[src/rtl/mem_arbiter.sv]
// Two-requester (CPU / DMA) arbiter in front of a single-ported memory with
// fixed read latency LAT (1-4 cycles after the issue cycle).
// Ties go round-robin by default; defining MEM_ARB_CPU_PRIO_EN makes ties
// always go to the CPU.
module mem_arbiter #(
    parameter int unsigned LAT = 1
) (
    input  logic        clk,
    input  logic        reset,
    input  logic        c_req,
    input  logic        c_we,
    input  logic [31:0] c_addr,
    input  logic [31:0] c_wdata,
    output logic [31:0] c_rdata,
    output logic        c_ack,
    input  logic        d_req,
    input  logic        d_we,
    input  logic [31:0] d_addr,
    input  logic [31:0] d_wdata,
    output logic [31:0] d_rdata,
    output logic        d_ack,
    output logic        m_en,
    output logic        m_we,
    output logic [31:0] m_addr,
    output logic [31:0] m_wdata,
    input  logic [31:0] m_rdata,
    output logic        cpu_stall
);

    localparam int unsigned CW = 3;

    typedef enum logic [1:0] {
        IDLE  = 2'd0,
        ISSUE = 2'd1,
        WAIT  = 2'd2,
        RESP  = 2'd3
    } state_t;

    state_t          state;
    logic            owner;       // 1 = DMA holds the current transaction
    logic            last_grant;  // 1 = DMA was granted last
    logic [CW-1:0]   cnt;
    logic            lat_we;
    logic [31:0]     lat_addr;
    logic [31:0]     lat_wdata;
    logic            pick_dma;

    // Winner selection for the IDLE cycle
    always_comb begin
        pick_dma = 1'b0;
        if (d_req && !c_req) begin
            pick_dma = 1'b1;
        end else if (c_req && d_req) begin
`ifdef MEM_ARB_CPU_PRIO_EN
            pick_dma = 1'b0;
`else
            pick_dma = ~last_grant;
`endif
        end
    end

    // Memory address/data come straight from the request latch
    assign m_addr    = lat_addr;
    assign m_wdata   = lat_wdata;
    assign cpu_stall = c_req & ~c_ack;

    // Arbitration FSM with registered memory strobes, acks and read data
    always_ff @(posedge clk or negedge reset) begin
        if (!reset) begin
            state      <= IDLE;
            owner      <= 1'b0;
            last_grant <= 1'b1;
            cnt        <= '0;
            lat_we     <= 1'b0;
            lat_addr   <= '0;
            lat_wdata  <= '0;
            m_en       <= 1'b0;
            m_we       <= 1'b0;
            c_ack      <= 1'b0;
            d_ack      <= 1'b0;
            c_rdata    <= '0;
            d_rdata    <= '0;
        end else begin
            m_en  <= 1'b0;
            m_we  <= 1'b0;
            c_ack <= 1'b0;
            d_ack <= 1'b0;
            case (state)
                IDLE: begin
                    if (c_req || d_req) begin
                        owner      <= pick_dma;
                        last_grant <= pick_dma;
                        lat_we     <= pick_dma ? d_we    : c_we;
                        lat_addr   <= pick_dma ? d_addr  : c_addr;
                        lat_wdata  <= pick_dma ? d_wdata : c_wdata;
                        m_en       <= 1'b1;
                        m_we       <= pick_dma ? d_we    : c_we;
                        state      <= ISSUE;
                    end
                end
                ISSUE: begin
                    if (lat_we) begin
                        c_ack <= ~owner;
                        d_ack <= owner;
                        state <= RESP;
                    end else begin
                        cnt   <= CW'(1);
                        state <= WAIT;
                    end
                end
                WAIT: begin
                    if (cnt == CW'(LAT)) begin
                        if (owner) begin
                            d_rdata <= m_rdata;
                        end else begin
                            c_rdata <= m_rdata;
                        end
                        c_ack <= ~owner;
                        d_ack <= owner;
                        cnt   <= '0;
                        state <= RESP;
                    end else begin
                        cnt <= cnt + CW'(1);
                    end
                end
                RESP: begin
                    state <= IDLE;
                end
                default: begin
                    state <= IDLE;
                end
            endcase
        end
    end

endmodule

[config.mk]
export PLATFORM = sky130hd
export DESIGN_NAME = mem_arbiter
export DESIGN_NICKNAME = d
export VERILOG_FILES = /design/src/rtl/mem_arbiter.sv
export SDC_FILE = /design/constraint.sdc
export NUM_CORES = 1
export LEC_CHECK = 0
export ABC_AREA = 0
export ABC_CLOCK_PERIOD_IN_PS = 2650
export BUFFER_PORTS_ARGS = -buffer_cell sky130_fd_sc_hd__clkbuf_2
export CAP_MARGIN = 10
export CORE_AREA = 2 2 115 117
export CTS_BUF_LIST = sky130_fd_sc_hd__clkbuf_8
export DETAILED_ROUTE_END_ITERATION = 7
export DIE_AREA = 0 0 117 119
export PLACE_DENSITY = 0.89
export SYNTH_ARGS = -nofsm -noshare
export SYNTH_HDL_FRONTEND = slang
export SYNTH_SLANG_ARGS = --single-unit
[constraint.sdc]
create_clock -name clk -period 2.65 [get_ports clk]
set_input_delay 0.3975 -clock clk [delete_from_list [all_inputs] [get_ports clk]]
set_output_delay 0.3975 -clock clk [all_outputs]
set_load 0.02 [all_outputs]
==> reports/metrics.cfg <==
[run_status]
status = complete, no violations

[yosys]
ys_seq_area_frac = 0.595
synthXorXnorAreaFrac = 0
synth-simple-area-share = 0.0580
synth_most_common_cell = dfrtp_1
synth_top_family_by_area = multiplexers
synthesis.area_sq_mm = 0.00589
syn_nets = 640
synthMuxAreaShare = 0.238
synth_edf_count = 0
synth_adder_area_share = 0.00637
async_reset_ff_frac = 1.00
syn_avg_cell_area_sq_um = 12.5
synth_cell_types = 28
synth_top_flop_cell = dfrtp_1
synth_compound_area_frac = 0.0722
synth_top_cell_area_share = 0.590
synth-seq-cells = 140
synth_common_cells = 139 x dfrtp_1, 68 x nand2_1, 67 x mux2i_1, 67 x o21ai_0, 64 x mux2_2
yosysWarnings = 0
synth_largest_area_cell = dfrtp_1
synthTopCellsByArea = dfrtp_1 59%, mux2_2 12%, mux2i_1 11%
syn_inst = 471

[setup_path]
crit_slowest_cell = dfrtp_1
path_delay_family = simple AND/OR/NAND/NOR gates
critPathArrivalTime_ns = 2.45
end_kind = flip-flop
cp-start-kind = flip-flop
crit_fanout = 32
required_ns = 2.97
cp_cell_sequence = inv_1, ha_1, nor4bb_4, and2_1, buf_4, mux2_2
worst-path-buf-inv = 2
cp_slowest_stage_delay_ns = 0.43
crit_type = reg2reg

[power_and_ir_drop]
leakage_nw = 4.35
p_per_area_mw_per_mm2 = 1270
peakVddDrop_mv = 0.545

[routing]
drc = 0
viasPerCell = 4.86
postRouteAntennaNets = 0
dr.first_iter.drc_count = 214
num_vias = 4659
drtPass1Iterations = 4
wl_per_cell_um = 15.5
drt_wl_total_um = 14900

[finish]
drive_gt1_frac = 0.517
stdcell_count = 959
final_nets = 938
final_util = 0.624
fill_cells = 1050
area_growth_pct = 36.3
design_area_sq_mm = 0.00803

[grt]
overflow = 0
grt_pass1_wl_um = 22800
antenna_found_initial = 2
grt_pass1_vias = 4587
grt_max_degree = 76
grt_usage = 0.218

[place]
port_buffers = 298
place_hpwl_um = 11700
placed_area_sq_mm = 0.00757
dp.cells = 925
gp_congestion = 0.845

[sta]
grt_setup_unrepaired = false
worst_pin_slew_ns = 0.511
slew_headroom = 0.658
setup-violations-final = 0
post-route-min-period_ns = 2.13
tns_ns = 0
hold_violations = 0
skew_ns = 0.0101
min_period_over_period = 0.804
fmax_mhz = 469
report.final.slew_viol_count = 0
holdWs_ns = 0.202

[clock_network]
cts_buffers = 17
cts_tree = built
cts_setup_buffers = 0
cts_sinks = 140
ctsResizeCount = 0
cts_root_buf = clkbuf_8
htree_levels = 4
clk_pin_slew_ns = 0.08
worstSkewPairLatency_ns = 0.44
cts_max_path_buffers = 2

[die]
die_x_um = 117
coreArea_sq_mm = 0.0129
initial_core_util = 0.458
dieArea_sq_mm = 0.0139
rows = 42
die_y_um = 119
io_pins = 299

[worst_hold_path]
hp-class = in2reg

[run]
cap_viol_max_count = 0

routing by layer:
metal | up-vias | routed length [um] | global-route usage
met5 | - | 48 | 0
met2 | 206 | 7560 | 0.380
met4 | 2 | 364 | 0.0890
met3 | 29 | 1390 | 0.0906
li1 | 2239 | - | -
met1 | 2183 | 5550 | 0.229
cells by family (layout without fill, tap and decap cells):
logic type                 after synthesis  in the layout
DFF                                    140            140
muxes                                  132            132
and+or+nand+nor                         81             81
AOI/OAI and AO/OA                       80             80
buffers and inverters                   35            345
adders and majority gates                3              3
other                                    0              2
area by class of cell:
cell class | count | area (sq um) | share of cell area
Tap cell | 176 | 220 | 0.0274
Multi-Input combinational cell | 296 | 2220 | 0.277
Inverter | 6 | 22.5 | 0.00280
Clock buffer | 20 | 275 | 0.0343
Sequential cell | 140 | 3500 | 0.436
Antenna cell | 2 | 5.00 | 0.000623
Timing Repair Buffer | 308 | 1610 | 0.201
Clock inverter | 11 | 165 | 0.0206
stage by stage:
step	total power [W]	setup WS, ns
after floorplan	0.00667	0.780
after global placement	0.00815	0.621
after detailed placement	0.00838	0.563
after CTS	0.0103	0.532
after global routing	0.0109	0.380
final	0.0102	0.519
sequential cells by signal, indices dropped and copies added, names as in the netlist:
name,flops
d_ack,1
m_wdata,32
c_ack,1
last_grant,1
d_rdata,32
m_en,1
m_we,1
m_addr,32
state,2
owner,1
lat_we,1
c_rdata,32
cnt,3
final timing paths:
path,from,to,slack [ns],cells after the start
worst max-delay path,state[0],c_rdata[22],0.52,6
worst min-delay path,m_rdata[21],d_rdata[21],0.20,2
worst max register to register,state[0],c_rdata[22],0.52,6
worst min register to register,owner,c_ack,0.48,1
max in group asynchronous,reset,c_rdata[7],1.37,3
min in group asynchronous,reset,c_rdata[26],0.48,2
layout by cell type (no fill, tap or decap), types with 3 or more instances in the layout:
cell       instances
buf_12             3
dfrtp_1          139
o21ai_0           67
mux2i_1           67
mux2_2            64
clkbuf_2         297
bufinv_16          4
clkbuf_8          20
inv_1              8
nor2_1             6
ha_1               3
nor2b_1            4
nand2_1           68
buf_4              6
a21oi_1            4
report_power, final:
part           total (W)  switching [W]  internal, W
sequential       0.00378       0.000584      0.00320
combinational    0.00452        0.00277      0.00175
clock            0.00189       0.000794      0.00109
what timing repair did:
action	4_1_cts	5_1_grt
setup endpoints to repair	0	0
hold endpoints to repair	52	0
hold buffers	1	0
(Power assumes the default switching activity.)
